--- src/rtl/regfile_write_decoder_if.sv ---
// Write-port bundle between issue logic and the register-file write decoder.
// The decoder drives strobes, per-register winning port and clear/status flags.
interface regfile_write_decoder_if #(
  parameter int ADDR_W    = 5,
  parameter int NUM_REGS  = 32,
  parameter int NUM_PORTS = 2,
  parameter int PSEL_W    = (NUM_PORTS > 1) ? $clog2(NUM_PORTS) : 1
);
  logic [NUM_PORTS-1:0]        wr_en;
  logic [NUM_PORTS*ADDR_W-1:0] wr_addr;
  logic                        clear_req;
  logic [NUM_REGS-1:0]         we;
  logic [NUM_REGS*PSEL_W-1:0]  port_sel;
  logic                        clear_active;
  logic                        busy;
  logic                        conflict;
  logic                        addr_err;

  modport master (
    output wr_en, wr_addr, clear_req,
    input  we, port_sel, clear_active, busy, conflict, addr_err
  );

  modport slave (
    input  wr_en, wr_addr, clear_req,
    output we, port_sel, clear_active, busy, conflict, addr_err
  );
endinterface

--- src/rtl/regfile_write_decoder.sv ---
// Registered multi-port write-enable decoder with later-port-wins priority,
// conflict/range flags and a sequential bulk-clear walk over writable registers.
module regfile_write_decoder #(
  parameter int ADDR_W      = 5,
  parameter int NUM_REGS    = 32,
  parameter int NUM_PORTS   = 2,
  parameter int ZERO_REG_RO = 1
) (
  input  logic             clk,
  input  logic             reset,
  regfile_write_decoder_if.slave bus
);
  localparam int PSEL_W = (NUM_PORTS > 1) ? $clog2(NUM_PORTS) : 1;
  localparam logic [ADDR_W-1:0] FIRST_IDX = ADDR_W'((ZERO_REG_RO != 0) ? 1 : 0);
  localparam logic [ADDR_W-1:0] LAST_IDX  = ADDR_W'(NUM_REGS - 1);

  typedef enum logic [0:0] {
    IDLE  = 1'b0,
    CLEAR = 1'b1
  } state_t;

  state_t                     state_r, state_nxt_s;
  logic [ADDR_W-1:0]          cnt_r, cnt_nxt_s;
  logic [NUM_REGS-1:0]        we_r, we_nxt_s;
  logic [NUM_REGS*PSEL_W-1:0] psel_r, psel_nxt_s;
  logic                       conflict_r, conflict_nxt_s;
  logic                       addr_err_r, addr_err_nxt_s;
  logic [ADDR_W-1:0]          addr_s;
  logic                       match_s;

  function automatic logic in_range(input logic [ADDR_W-1:0] a);
    return int'(a) < NUM_REGS;
  endfunction

  // Register 0 may be hardwired to zero, so it is legal but never strobed.
  function automatic logic writable(input logic [ADDR_W-1:0] a);
    return in_range(a) && !((ZERO_REG_RO != 0) && (a == '0));
  endfunction

  function automatic logic [NUM_REGS-1:0] strobe_of(input logic [ADDR_W-1:0] idx);
    logic [NUM_REGS-1:0] v;
    for (int r = 0; r < NUM_REGS; r++) begin
      v[r] = (idx == ADDR_W'(r));
    end
    return v;
  endfunction

  // Next-state, clear counter and next registered outputs
  always_comb begin
    state_nxt_s    = state_r;
    cnt_nxt_s      = cnt_r;
    we_nxt_s       = '0;
    psel_nxt_s     = '0;
    conflict_nxt_s = 1'b0;
    addr_err_nxt_s = 1'b0;
    addr_s         = '0;
    match_s        = 1'b0;
    case (state_r)
      IDLE: begin
        if (bus.clear_req) begin
          state_nxt_s = CLEAR;
          cnt_nxt_s   = FIRST_IDX;
          we_nxt_s    = strobe_of(FIRST_IDX);
        end else begin
          // Ascending port order lets the highest-index port overwrite the select.
          for (int r = 0; r < NUM_REGS; r++) begin
            for (int p = 0; p < NUM_PORTS; p++) begin
              addr_s  = bus.wr_addr[p*ADDR_W +: ADDR_W];
              match_s = bus.wr_en[p] && writable(addr_s) && (addr_s == ADDR_W'(r));
              conflict_nxt_s = conflict_nxt_s | (match_s & we_nxt_s[r]);
              we_nxt_s[r]    = we_nxt_s[r] | match_s;
              psel_nxt_s[r*PSEL_W +: PSEL_W] = match_s ? PSEL_W'(p)
                                                       : psel_nxt_s[r*PSEL_W +: PSEL_W];
            end
          end
          for (int p = 0; p < NUM_PORTS; p++) begin
            addr_s         = bus.wr_addr[p*ADDR_W +: ADDR_W];
            addr_err_nxt_s = addr_err_nxt_s | (bus.wr_en[p] & ~in_range(addr_s));
          end
        end
      end
      CLEAR: begin
        if (cnt_r == LAST_IDX) begin
          state_nxt_s = IDLE;
          cnt_nxt_s   = '0;
        end else begin
          cnt_nxt_s = cnt_r + ADDR_W'(1);
          we_nxt_s  = strobe_of(cnt_r + ADDR_W'(1));
        end
      end
      default: begin
        state_nxt_s = IDLE;
        cnt_nxt_s   = '0;
      end
    endcase
  end

  // State register, clear counter and registered outputs
  always_ff @(posedge clk or posedge reset) begin
    if (reset) begin
      state_r    <= IDLE;
      cnt_r      <= '0;
      we_r       <= '0;
      psel_r     <= '0;
      conflict_r <= 1'b0;
      addr_err_r <= 1'b0;
    end else begin
      state_r    <= state_nxt_s;
      cnt_r      <= cnt_nxt_s;
      we_r       <= we_nxt_s;
      psel_r     <= psel_nxt_s;
      conflict_r <= conflict_nxt_s;
      addr_err_r <= addr_err_nxt_s;
    end
  end

  assign bus.we           = we_r;
  assign bus.port_sel     = psel_r;
  assign bus.conflict     = conflict_r;
  assign bus.addr_err     = addr_err_r;
  assign bus.busy         = (state_r == CLEAR);
  assign bus.clear_active = (state_r == CLEAR);
endmodule

--- src/flat_wrapper.sv ---
// flat-port wrapper written by rule: the top's interface ports become plain ports
module regfile_write_decoder_flat 
#(
  parameter int ADDR_W      = 5,
  parameter int NUM_REGS    = 32,
  parameter int NUM_PORTS   = 2,
  parameter int ZERO_REG_RO = 1
)
  (clk, reset, bus_wr_en, bus_wr_addr, bus_clear_req, bus_we, bus_port_sel, bus_clear_active, bus_busy, bus_conflict, bus_addr_err);
  regfile_write_decoder_if #(.ADDR_W(ADDR_W), .NUM_REGS(NUM_REGS), .NUM_PORTS(NUM_PORTS)) bus_i ();
  input  logic clk;
  input  logic reset;
  input wire logic [$bits(bus_i.wr_en)-1:0] bus_wr_en;
  input wire logic [$bits(bus_i.wr_addr)-1:0] bus_wr_addr;
  input wire logic [$bits(bus_i.clear_req)-1:0] bus_clear_req;
  output wire logic [$bits(bus_i.we)-1:0] bus_we;
  output wire logic [$bits(bus_i.port_sel)-1:0] bus_port_sel;
  output wire logic [$bits(bus_i.clear_active)-1:0] bus_clear_active;
  output wire logic [$bits(bus_i.busy)-1:0] bus_busy;
  output wire logic [$bits(bus_i.conflict)-1:0] bus_conflict;
  output wire logic [$bits(bus_i.addr_err)-1:0] bus_addr_err;
  assign bus_i.wr_en = bus_wr_en;
  assign bus_i.wr_addr = bus_wr_addr;
  assign bus_i.clear_req = bus_clear_req;
  assign bus_we = bus_i.we;
  assign bus_port_sel = bus_i.port_sel;
  assign bus_clear_active = bus_i.clear_active;
  assign bus_busy = bus_i.busy;
  assign bus_conflict = bus_i.conflict;
  assign bus_addr_err = bus_i.addr_err;
  regfile_write_decoder #(.ADDR_W(ADDR_W), .NUM_REGS(NUM_REGS), .NUM_PORTS(NUM_PORTS), .ZERO_REG_RO(ZERO_REG_RO)) u_core (.clk(clk), .reset(reset), .bus(bus_i));
endmodule
--- config.mk ---
export PLATFORM = sky130hd
export DESIGN_NAME = regfile_write_decoder_flat
export DESIGN_NICKNAME = d
export VERILOG_FILES = /design/src/rtl/regfile_write_decoder_if.sv /design/src/rtl/regfile_write_decoder.sv /design/src/flat_wrapper.sv
export SDC_FILE = /design/constraint.sdc
export NUM_CORES = 1
export LEC_CHECK = 0
export ABC_CLOCK_PERIOD_IN_PS = 6250
export BUFFER_PORTS_ARGS = -buffer_cell sky130_fd_sc_hd__buf_2
export CAP_MARGIN = 10
export CORE_MARGIN = 3
export CORE_UTILIZATION = 40
export DETAILED_ROUTE_END_ITERATION = 8
export PLACE_DENSITY = 0.69
export SYNTH_ARGS = -nofsm -noshare
export SYNTH_HDL_FRONTEND = slang
export SYNTH_SLANG_ARGS = --single-unit
--- constraint.sdc ---
create_clock -name clk -period 6.25 [get_ports clk]
set_input_delay 1.25 -clock clk [delete_from_list [all_inputs] [get_ports clk]]
set_output_delay 1.25 -clock clk [all_outputs]
set_load 0.005 [all_outputs]
==> metrics.md <==
| Metric | Value |
|---|---|
| Status | finished clean |
| CTS Buffer Depth | 2 |
| Syn Inst Count | around 330 |
| All-layer global routing usage | 19.2% |
| Routability cong. | roughly 1 |
| Final core utilization | about half |
| Final setup TNS | 0 ns |
| Nets | slightly above 400 |
| WHS | 0.516 ns |
| Area of the multi-input gates | 1460 um^2 |
| Buffers on Ports | between 80 and 90 |
| First-pass GRT wire length | 14.8 mm |
| Share of post-route cells with drive strength above 1 | 26.9% |
| Critical Path AT | 3.03 ns |
| CTS tree | done |
| Placed cell count | roughly 500 |
| Synth Warn # | 0 |
| Number of enable flip-flop cells after synthesis | 0 |
| Synth-to-layout area growth | 18.0% |
| Mean Syn Cell Area | between 10 and 15 um^2 |
| FMAX | 0.352 GHz |
| Cell Area, Synth | between 3000 and 4000 um^2 |
| DR iter-0 viols | between 300 and 400 |
| Post-CTS Setup Inserts | 0 |
| # hold bufs at CTS | 0 |
| Drt drc | 0 |
| Slew HR | 21.2% |
| Vert. Die Dim | approximately 99 um |
| DR WL/cell | about 19 um |
| Count of different cell masters after synthesis | between 40 and 50 |
| Fin. Hold Viols | 0 |
| Final max-slew violation count | 0 |
| MaxCap Viol Count | 0 |
| Clock sink count | 71 |
| Ys async rst share | 100% |
| RSZ-0062 raised after global routing | no |
| Register bit count reported by yosys | between 70 and 80 |
| Top FF cell, synth | dfrtp_1 |
| Root Buffer | clkbuf_8 |
| Worst Skew | between 0.01 and 0.015 ns |
| Crit Path Max Fanout | 12 |
| Final worst path period share | ~45% |
| Initial DRT Pass Iterations | 5 |
| Boundary Pins | between 80 and 90 |
| P_leak | just under 2 nW |
| CP Launch Type | input pin |
| CP endpoint kind | register |
| Via-to-Cell Ratio | a little under 6 |
| Final setup margin | around 3.4 ns |
| Clock slew at reported path FFs | approximately 0.07 ns |
| ANT nets after route | 0 |
| Seq/Total Area, Yosys | 51.7% |
| Initial antenna violation count | 0 |
| Total power | about 1.4 mW |
| Core area | around 8300 um^2 |
| Routed WL | 9.35 mm |
| Minimum clock period after layout | approximately 2.8 ns |
| Total number of vias | 2997 |
| Initial Utilization | a little over 40% |
| Gates resized, CTS repair | 0 |
| DP Wirelength | ~6.7 mm |
| FP Rows | 33 |
| Final Non-Filler Cells | 503 |
| Worst hold path type | register to register |
| Pre-CTS setup slack | 3.19 ns |
| Die Wd | between 90 and 100 um |
| Diode count | 0 |
| Grt total ovfl | 0 |
| CTS buffer count | 9 |
| Insertion delay to the later sink of the worst-skew pair | between 0.3 and 0.4 ns |
| Fill cells | 776 |
| Register Area | approximately 1800 um^2 |
| Worst EP required | 6.44 ns |
| CTS H-tree depth | 3 |
| Design area | 4050 um^2 |
| VDD IR max | roughly 0.17 mV |
| PD cells | roughly 340 nW/um^2 |
| Largest net degree at the start of global routing | between 40 and 50 |
| Vias in the first global route | approximately 2800 |
| Slew @ Worst Pin | ~1.2 ns |
| Final setup violation count | 0 |
| DIE AREA | around 9700 um^2 |
| Placed Area | 3800 um^2 |
| Critical path class | input pin to register |
[power breakdown]
part           internal [mW]  leakage, nW  switching, mW  total, mW
clock network          0.287        0.130          0.164      0.451
registers              0.520        0.973         0.0433      0.563
logic                  0.125        0.844          0.251      0.376
[worst paths after layout]
| path | from | endpoint | slack [ns] | cells after the start |
|---|---|---|---|---|
| worst max-delay path | bus_wr_addr[0] | u_core.bus.conflict$_DFF_PP0_ | 3.41 | 6 |
| worst min-delay path | u_core.cnt_r[4]$_DFFE_PP0P_ | u_core.cnt_r[4]$_DFFE_PP0P_ | 0.52 | 1 |
| worst max register to register | u_core.cnt_r[0]$_DFFE_PP0P_ | u_core.bus.we[6]$_DFF_PP0_ | 4.19 | 7 |
| worst min register to register | u_core.cnt_r[4]$_DFFE_PP0P_ | u_core.cnt_r[4]$_DFFE_PP0P_ | 0.52 | 1 |
| max in group asynchronous | reset | u_core.bus.we[14]$_DFF_PP0_ | 4.39 | 3 |
| min in group asynchronous | reset | u_core.bus.port_sel[5]$_DFF_PP0_ | 0.92 | 2 |
[cell families after synthesis]
logic type                 Yosys count  share of synthesized area (%)
AOI/OAI and AO/OA                   81                           16.7
xor gates and xnor gates             7                           1.79
adders and majority gates            6                           2.19
buffers and inverters               38                           5.83
DFF                                 71                           51.7
other                                1                          0.109
and+or+nand+nor                    129                           21.6
[area by class of cell]
type,instances,share of cell area (%)
Tap cell,105,3.24
Timing Repair Buffer,82,10.2
Clock inverter,5,2.56
Multi-Input combinational cell,225,36.0
Clock buffer,11,3.74
Inverter,4,0.371
Sequential cell,71,43.9
[worst max-delay path, stage by stage]
cell and delay (ns):
buf_2 0.16, nor2_1 0.69, nor4_1 0.18, and3_1 0.24, nor4_1 0.34, a41oi_2 0.16
[metal layers]
| layer | vias to the layer above | global-route usage (%) | routed length (um) |
|---|---|---|---|
| li1 | 1349 | - | - |
| met1 | 1446 | 28.1 | 4130 |
| met2 | 181 | 27.9 | 4190 |
| met3 | 21 | 4.46 | 857 |
| met4 | 0 | 6.72 | 181 |
| met5 | - | 0 | 0 |
[cell usage in the layout, fill, tap and decap left out, types with 7 or more instances in the layout]
cell type  count
a22oi_1       28
and4b_1        7
buf_2         81
clkbuf_8      11
dfrtp_1       71
nand2_1       26
nand3_1       11
nand4_1        8
nor2_1        36
o22ai_1       32
[registers in the layout (all words and copies together) (netlist names)]
| signal | flops |
|---|---|
| u_core.bus.conflict | 1 |
| u_core.cnt_r | 5 |
| u_core.bus.busy | 1 |
| u_core.bus.we | 32 |
| u_core.bus.port_sel | 32 |
[synthesized netlist by cell type, types with 2 or more instances]
master	instances	area share (%)
a22oi_1	28	6.1
nor2b_1	5	0.91
o21ai_0	5	0.73
nand4b_1	2	0.51
nand4_1	8	1.5
o22ai_1	32	5.8
nor3_1	4	0.58
nand2b_1	2	0.36
buf_4	10	2.2
and4b_1	7	2.0
buf_2	10	1.5
inv_1	4	0.44
and2_1	2	0.36
nor2_1	36	3.9
ha_1	6	2.2
nand3_1	11	1.6
and4_1	4	1.0
xnor2_1	4	1.0
nor4_1	4	0.73
and4bb_1	3	1.1
nand2_1	26	2.8
dfrtp_1	71	52
xor2_1	3	0.77
and4bb_2	2	0.73
a21oi_1	2	0.29
a22o_1	3	0.77
clkbuf_1	13	1.4
and3_1	5	0.91
Note: power is estimated with default switching activity, not from simulation.
